<file path="src/rtl/uart_pkg.sv">
// Constants and state encoding shared by the UART transmitter and receiver.
package uart_pkg;

   localparam int unsigned UART_DATA_BITS  = 8;
   localparam logic        UART_IDLE_LEVEL = 1'b1;

   typedef enum logic [2:0] {
      StIdle,
      StStart,
      StData,
      StParity,
      StStop
   } uart_state_e;

   // Baud counter width; never zero so CLKS_PER_BIT=1 still gets a legal vector.
   function automatic int unsigned uart_cnt_width(input int unsigned clks);
      return (clks > 1) ? $clog2(clks) : 1;
   endfunction

endpackage

</file>
<file path="src/rtl/uart_baud_gen.sv">
// Bit-period counter: counts 0..CLKS_PER_BIT-1 while enabled, strobing bit_end_o on the last count.
module uart_baud_gen
   import uart_pkg::*;
#(
   parameter int unsigned CLKS_PER_BIT = 1
) (
   input  logic clk_i,
   input  logic rst_ni,
   input  logic en_i,
   input  logic clear_i,
   output logic bit_end_o
);

   localparam int unsigned    CntW   = uart_cnt_width(CLKS_PER_BIT);
   localparam logic [CntW-1:0] CntMax = CntW'(CLKS_PER_BIT - 1);

   logic [CntW-1:0] cnt_q, cnt_d;
   logic            at_max;

   assign at_max    = (cnt_q == CntMax);
   assign bit_end_o = en_i && at_max;

   always_comb begin
      cnt_d = cnt_q;
      if (clear_i || !en_i || at_max) begin
         cnt_d = '0;
      end else begin
         cnt_d = cnt_q + CntW'(1);
      end
   end

   always_ff @(posedge clk_i or negedge rst_ni) begin
      if (!rst_ni) begin
         cnt_q <= '0;
      end else begin
         cnt_q <= cnt_d;
      end
   end

endmodule

</file>
<file path="src/rtl/uart_tx.sv">
// UART transmitter, 8N1 LSB-first with valid/ready byte input.
// Define UART_TX_PARITY_EN to insert a parity bit (8E1/8O1, sense set by PARITY_ODD).
module uart_tx
   import uart_pkg::*;
#(
   parameter int unsigned CLKS_PER_BIT = 1,
   parameter bit          PARITY_ODD   = 1'b0
) (
   input  logic                      clk,
   input  logic                      reset,
   input  logic [UART_DATA_BITS-1:0] data_in,
   input  logic                      tx_valid,
   output logic                      tx_ready,
   output logic                      tx,
   output logic                      tx_busy,
   output logic                      tx_done
);

   uart_state_e               state_q;
   logic [UART_DATA_BITS-1:0] shift_q;
   logic [2:0]                bit_idx_q;
   logic                      tx_q;
   logic                      ready_q;
   logic                      done_q;
   logic                      accept;
   logic                      baud_en;
   logic                      bit_end;

`ifdef UART_TX_PARITY_EN
   logic parity_q;
`else
   logic unused_parity_odd;
   assign unused_parity_odd = PARITY_ODD;
`endif

   assign accept  = tx_valid && ready_q;
   assign baud_en = (state_q != StIdle);

   uart_baud_gen #(
      .CLKS_PER_BIT(CLKS_PER_BIT)
   ) u_baud (
      .clk_i    (clk),
      .rst_ni   (reset),
      .en_i     (baud_en),
      .clear_i  (accept),
      .bit_end_o(bit_end)
   );

   // tx_q is loaded with the level of the upcoming bit so the line changes right at the edge.
   always_ff @(posedge clk or negedge reset) begin
      if (!reset) begin
         state_q   <= StIdle;
         shift_q   <= '0;
         bit_idx_q <= '0;
         tx_q      <= UART_IDLE_LEVEL;
         ready_q   <= 1'b1;
         done_q    <= 1'b0;
`ifdef UART_TX_PARITY_EN
         parity_q  <= 1'b0;
`endif
      end else begin
         done_q <= 1'b0;
         unique case (state_q)
            StIdle: begin
               tx_q <= UART_IDLE_LEVEL;
               if (accept) begin
                  shift_q   <= data_in;
                  bit_idx_q <= '0;
                  tx_q      <= ~UART_IDLE_LEVEL;
                  ready_q   <= 1'b0;
                  state_q   <= StStart;
`ifdef UART_TX_PARITY_EN
                  parity_q  <= (^data_in) ^ PARITY_ODD;
`endif
               end
            end
            StStart: begin
               if (bit_end) begin
                  state_q <= StData;
                  tx_q    <= shift_q[0];
               end
            end
            StData: begin
               if (bit_end) begin
                  if (bit_idx_q == 3'(UART_DATA_BITS - 1)) begin
`ifdef UART_TX_PARITY_EN
                     state_q <= StParity;
                     tx_q    <= parity_q;
`else
                     state_q <= StStop;
                     tx_q    <= UART_IDLE_LEVEL;
`endif
                  end else begin
                     shift_q   <= shift_q >> 1;
                     tx_q      <= shift_q[1];
                     bit_idx_q <= bit_idx_q + 3'd1;
                  end
               end
            end
`ifdef UART_TX_PARITY_EN
            StParity: begin
               if (bit_end) begin
                  state_q <= StStop;
                  tx_q    <= UART_IDLE_LEVEL;
               end
            end
`endif
            StStop: begin
               if (bit_end) begin
                  state_q <= StIdle;
                  tx_q    <= UART_IDLE_LEVEL;
                  ready_q <= 1'b1;
                  done_q  <= 1'b1;
               end
            end
            default: begin
               state_q <= StIdle;
               tx_q    <= UART_IDLE_LEVEL;
               ready_q <= 1'b1;
            end
         endcase
      end
   end

   assign tx       = tx_q;
   assign tx_ready = ready_q;
   assign tx_busy  = !ready_q;
   assign tx_done  = done_q;

endmodule

</file>
<file path="config.mk">
export PLATFORM = sky130hd
export DESIGN_NAME = uart_tx
export DESIGN_NICKNAME = d
export VERILOG_FILES = /design/src/rtl/uart_pkg.sv /design/src/rtl/uart_baud_gen.sv /design/src/rtl/uart_tx.sv
export SDC_FILE = /design/constraint.sdc
export NUM_CORES = 1
export LEC_CHECK = 0
export BUFFER_PORTS_ARGS = -buffer_cell sky130_fd_sc_hd__buf_2
export CAP_MARGIN = 20
export CORE_MARGIN = 3
export CORE_UTILIZATION = 49
export CTS_CLUSTER_DIAMETER = 100
export DETAILED_ROUTE_END_ITERATION = 7
export PLACE_DENSITY = 0.72
export SKIP_CTS_REPAIR_TIMING = 1
export SLEW_MARGIN = 15
export SYNTH_ARGS = -nofsm -noshare
export SYNTH_HDL_FRONTEND = slang
export SYNTH_HIERARCHICAL = 1
export SYNTH_SLANG_ARGS = --single-unit
</file>
<file path="constraint.sdc">
create_clock -name clk -period 1.87 [get_ports clk]
set_input_delay 0.2805 -clock clk [delete_from_list [all_inputs] [get_ports clk]]
set_output_delay 0.2805 -clock clk [all_outputs]
set_load 0.01 [all_outputs]
</file>
==> impl_results.md, run 1 <==
* Status: finished clean
* Drt initial violations at 17
* Mapped Avg Cell Area at 9.997 um2
* Max-cap violation count at 0
* Worst Reg-to-Reg Cells at 6
* Post-Layout Cell Count at 140
* Die area at 2618 um2
* First-pass GRT wire length at 3036 um
* Clk slew on worst S/H paths at 100 ps
* Tcrit/Tclk final at 0.9050
* Worst setup SP type: register
* P per Cell Area at 583.8 nW/um2
* TritonCTS Buffers at 3
* RSZ-0062 raised after global routing: false
* Htree depth at 1
* Vias/cell at 5.564
* Setup crit end kind: register
* Kind of critical path: register to register
* GRT Util Overall at 0.1558
* Vias at 779
* Syn Nets at 113
* IO Port Bufs at 14
* Slowest stage cell, crit path: dfrtp_1
* Max stage delay on crit path at 410 ps
* Layout cells sized above 1 at 0.2696
* Routed len/inst at 13.29 um
* Final Core Density at 0.6158
* Crit path arrival time at 1910 ps
* Vias in the first global route at 691
* Worst vdd ir at 0.4064 mV
* CTS sink cnt at 18
* Post-Synthesis Cells at 100
* Synthesis Warnings at 6
* Crit-path max FO at 7
* Drt drc at 0
* Final Hold Vio Count at 0
* Peak Freq at 590.9 MHz
* Number of diodes at 0
* Dpl cells at 135
* Cell row count at 15
* Pleak at 0.0005354 uW
* DRT Pass-1 Iters at 4
* Largest net degree at the start of global routing at 19
* TritonCTS clock tree: yes
* Setup_tns at 0 ps
* HPWL after DPL at 1273 um
* Detail Route Antenna Nets at 0
* Die Ht at 51.17 um
* Initial antenna violation count at 0
* Least-Margin Pin Slew at 543.7 ps
* CP Cell Sequence: ha_1 > ha_1 > nand3b_1 > a21boi_2 > nor2_1 > a21oi_1
* Clock tree root driver cell: clkbuf_4
* Cell area after synthesis at 999.7 um2
* Final Max Slew Viols at 0
* RePlAce Congestion at 0.8113
* Die Wd at 51.17 um
* Clk_skew at 1.014 ps
* Worst slew margin relative to its limit at 0.6371
* Hold_ws at 235.1 ps
* Tmin final at 1692 ps
* # nets final at 129
* Hold path depth at 2
* Hold WC Path Type: input port to register
* Area delta synth->final at 12.14%
* Grt ovf at 0
* Starting Density at 0.5491
* Core footprint at 1821 um2
* Ports at 15
* Final setup fails at 0
* Cell mode on critical path: ha_1
* Routed wire length at 1861 um
* Clk buf depth at 2
* CP required at 2090 ps
* Worst skew pair latency at 290 ps
-- stage by stage --
stage	worst slack (ps)	total power [uW]	cell area [um2]
after global routing	49.51	681.0	1121
after global placement	280.2	420.4	1075
after CTS	184.7	660.7	1111
final	177.6	654.5	1121
after floorplan	52.69	402.4	999.7
after detailed placement	205.0	421.0	1075
-- power breakdown --
group	total, uW	internal [uW]	switching, uW
logic	23.5	10.6	12.9
clock network	240	119	121
registers	391	390	0.832
-- cell usage in the layout (no fill, tap or decap) --
cell type and count:
dfrtp_1 16, buf_2 14, o21ai_0 11, a21oi_1 11
nand3b_1 10, nor2_1 9, nand2_1 5, nor3_1 4
clkbuf_4 3, buf_4 3, or3_1 2, inv_1 2
nand2b_1 2, a22o_1 2, mux2_2 2, ha_1 2
dfstp_2 2, nand3b_4 1, a21boi_4 1, nor3b_4 1
a21boi_2 1, nand4_1 1, inv_2 1, a32o_1 1
xor2_1 1, a41oi_1 1, o22a_1 1, o32a_1 1
clkbuf_8 1, dlygate4sd3_1 1, nor2b_4 1, conb_1 1
-- cell type report --
cell class | count | area [um2]
inverter | 3 | 11.26
multi-input combinational | 72 | 486.7
sequential | 18 | 452.9
clock buffer | 4 | 36.28
timing repair buffer | 18 | 102.6
tap | 25 | 31.28
fill | 148 | 699.4
-- critical path, delay by kind of cell (launching register included) --
kind / cells / cell delay (ps)
compound gates: 2 / 470
fa+ha+maj: 2 / 440
flops: 1 / 410
simple gates: 2 / 300
-- layer usage --
layer / vias up / wire (um) / GRT usage / part of all wire
li1: 384 / - / - / -
met1: 363 / 876 / 0.2030 / 0.47
met2: 28 / 867 / 0.2468 / 0.47
met3: 4 / 91 / 0.02624 / 0.049
met4: 0 / 26 / 0.08072 / 0.014
met5: - / 0 / 0 / 0
-- flip-flops by register name (all words and copies together), names as in the netlist --
register	flops
bit_idx_q	3
tx_done	1
u_baud/cnt_q	1
tx	1
shift_q	8
tx_ready	1
state_q	3
-- path summary, 6_finish.rpt --
path,slack (ps),to,startpoint
max,180,shift_q[3],bit_idx_q[0]
min,240,shift_q[7],data_in[7]
max reg2reg,180,shift_q[3],bit_idx_q[0]
min reg2reg,510,shift_q[7],shift_q[7]
max in group asynchronous,1110,tx,reset
min in group asynchronous,450,bit_idx_q[1],reset
Power figures use the tool's default switching activity.
==> run 2, diff against run 1 <==
--- a/config.mk
+++ b/config.mk
@@ -5,6 +5,7 @@
 export SDC_FILE = /design/constraint.sdc
 export NUM_CORES = 1
 export LEC_CHECK = 0
+export ABC_AREA = 1
 export BUFFER_PORTS_ARGS = -buffer_cell sky130_fd_sc_hd__buf_2
 export CAP_MARGIN = 20
 export CORE_MARGIN = 3
==> impl_results.md, run 2 <==
* Htree depth at 1 (unchanged)
* Clk buf depth at 2 (unchanged)
* Setup crit end kind: register (unchanged)
* Largest net degree at the start of global routing at 19 (unchanged)
* Die area at 2679 um2 (was 2618 um2)
* Cell row count at 15 (unchanged)
* Kind of critical path: register to register (unchanged)
* Mapped Avg Cell Area at 7.832 um2 (was 9.997 um2)
* Vias in the first global route at 793 (was 691)
* Post-Layout Cell Count at 179 (was 140)
* Initial antenna violation count at 0 (unchanged)
* Tcrit/Tclk final at 0.8834 (was 0.9050)
* Crit-path leading delay family: simple AND/OR/NAND/NOR gates (was compound AO/OA/AOI/OAI gates)
* Ports at 15 (unchanged)
* Starting Density at 0.5522 (was 0.5491)
* Worst setup SP type: register (unchanged)
* Layout cells sized above 1 at 0.2727 (was 0.2696)
* Cell area after synthesis at 1026 um2 (was 999.7 um2)
* HPWL after DPL at 1435 um (was 1273 um)
* Dpl cells at 168 (was 135)
* Commonest non-fill, non-tap cell in the layout: nand2_1 (was dfrtp_1)
* Grt ovf at 0 (unchanged)
* Clock tree root driver cell: clkbuf_4 (unchanged)
* Place WS at 110.3 ps (was 205.0 ps)
* Max stage delay on crit path at 440 ps (was 410 ps)
* Final setup fails at 0 (unchanged)
* Clk_skew at 9.747 ps (was 1.014 ps)
* Cell mode on critical path: inv_1 (was ha_1)
* Drt initial violations at 28 (was 17)
* Multi-input logic area at 483.0 um2 (was 486.7 um2)
* Vias/cell at 4.620 (was 5.564)
* RePlAce Congestion at 0.8626 (was 0.8113)
* GRT Util Overall at 0.1736 (was 0.1558)
* Critical path buffers and inverters at 5 (was 0)
* Drt drc at 0 (unchanged)
* Tmin final at 1652 ps (was 1692 ps)
* Max-cap violation count at 0 (unchanged)
* Biggest regs: shift_q x8, bit_idx_q x3, state_q x3 (unchanged)
* TritonCTS Buffers at 3 (unchanged)
* Pleak at 0.0006793 uW (was 0.0005354 uW)
* Vias at 827 (was 779)
* Final Max Slew Viols at 0 (unchanged)
* Crit path arrival time at 1830 ps (was 1910 ps)
* Clk slew on worst S/H paths at 100 ps (about the same)
* Peak Freq at 605.3 MHz (was 590.9 MHz)
* Core footprint at 1858 um2 (was 1821 um2)
* Die Ht at 51.76 um (was 51.17 um)
* TritonCTS clock tree: yes (unchanged)
* Synthesis Warnings at 6 (unchanged)
* Routed wire length at 2026 um (was 1861 um)
* Max reg flops at 8 (unchanged)
* Worst skew pair latency at 300 ps (was 290 ps)
* CP Cell Sequence: inv_1 > nand2_1 > nor2_1 > inv_1 > inv_1 > nor2_2 > inv_2 > nand3_2 > nand3_4 > buf_4 > o21ai_0 (was ha_1 > ha_1 > nand3b_1 > a21boi_2 > nor2_1 > a21oi_1)
* Detail Route Antenna Nets at 0 (unchanged)
* Post-Synthesis Cells at 131 (was 100)
* Status: finished clean (unchanged)
* Die Wd at 51.76 um (was 51.17 um)
* Crit-path max FO at 9 (was 7)
* P per Cell Area at 1857 nW/um2 (was 583.8 nW/um2)
* CP required at 2050 ps (was 2090 ps)
* Top reg by flops: shift_q (unchanged)
* Commonest cells after routing, fill and taps aside: 61 x nand2_1, 16 x dfrtp_1, 14 x buf_2, 11 x inv_1, 8 x nand3_1 (was 16 x dfrtp_1, 14 x buf_2, 11 x o21ai_0, 11 x a21oi_1, 10 x nand3b_1)
* Sequential Area at 452.9 um2 (unchanged)
* Worst vdd ir at 1.019 mV (was 0.4064 mV)
* First-pass GRT wire length at 3401 um (was 3036 um)
* DRT Pass-1 Iters at 4 (unchanged)
* Layout fillers at 152 (was 148)
* RSZ-0062 raised after global routing: false (unchanged)
* Routed len/inst at 11.32 um (was 13.29 um)
* CTS sink cnt at 18 (unchanged)
* Hold WC Path Type: input port to register (unchanged)
* Slowest stage cell, crit path: dfrtp_1 (unchanged)
* Worst setup margin at 218.0 ps (was 177.6 ps)
* Area delta synth->final at 15.85% (was 12.14%)
* Number of diodes at 0 (unchanged)
* # nets final at 168 (was 129)
* IO Port Bufs at 14 (unchanged)
* Syn Nets at 144 (was 113)
* Setup_tns at 0 ps (unchanged)
* Final Hold Vio Count at 0 (unchanged)
-- run 2: cell count changes in the layout (fill, tap and decap cells not counted), moves of 8 or more --
cell / before / now
a21oi_1: 11 / 1
inv_1: 2 / 11
nand2_1: 5 / 61
nand3_1: 0 / 8
nand3b_1: 10 / 0
o21ai_0: 11 / 3
-- run 2: final cells by class --
cell class              count  area share
clock buffers               4     0.03053
well taps                  25     0.02632
repair buffers             22      0.1116
multi-input cells          96      0.4063
inverters                  14     0.04421
flip-flops and latches     18      0.3811
-- run 2: worst paths after layout --
| check | start | to | slack [ps] | cells after the start |
|---|---|---|---|---|
| max in group asynchronous | reset | tx_ready | 1110 | 2 |
| min in group asynchronous | reset | shift_q[2] | 430 | 2 |
| worst min register to register | tx_ready | tx_ready | 490 | 2 |
| worst max register to register | state_q[2] | bit_idx_q[2] | 220 | 11 |
| worst max-delay path | state_q[2] | bit_idx_q[2] | 220 | 11 |
| worst min-delay path | tx_valid | tx_ready | 210 | 4 |
-- run 2: stage by stage --
step | cell area (um2) | power (uW) | hold WS (ps) | utilization
after floorplan | 1026 | 1626 | -15.09 | -
after global placement | 1097 | 1770 | 232.9 | 0.5906
after detailed placement | 1097 | 1782 | 233.8 | 0.5906
after CTS | 1134 | 2036 | -104.7 | 0.6101
after global routing | 1189 | 2406 | 224.6 | 0.6397
final | 1189 | 2208 | 207.3 | 0.6397
-- run 2: worst reg2reg max path: stages (launching register included) --
cell and delay (ps):
dfrtp_1 440, inv_1 100, nand2_1 80, nor2_1 160, inv_1 70, inv_1 70
nor2_2 40, inv_2 100, nand3_2 110, nand3_4 160, buf_4 130, o21ai_0 70
-- run 2: where the power goes --
group | leakage [uW] | switching [uW] | internal (uW)
Combinational | 0.000432 | 778 | 508
Sequential | 0.000226 | 107 | 568
Clock | 0.0000210 | 127 | 119
Total | 0.000679 | 1010 | 1190
-- run 2: routing by layer --
metal | track usage | vias to the layer above | routed length [um]
met5 | 0 | - | 0
li1 | - | 451 | -
met2 | 0.2648 | 16 | 885
met1 | 0.2309 | 355 | 1030
met3 | 0.03438 | 5 | 62
met4 | 0.09170 | 0 | 48
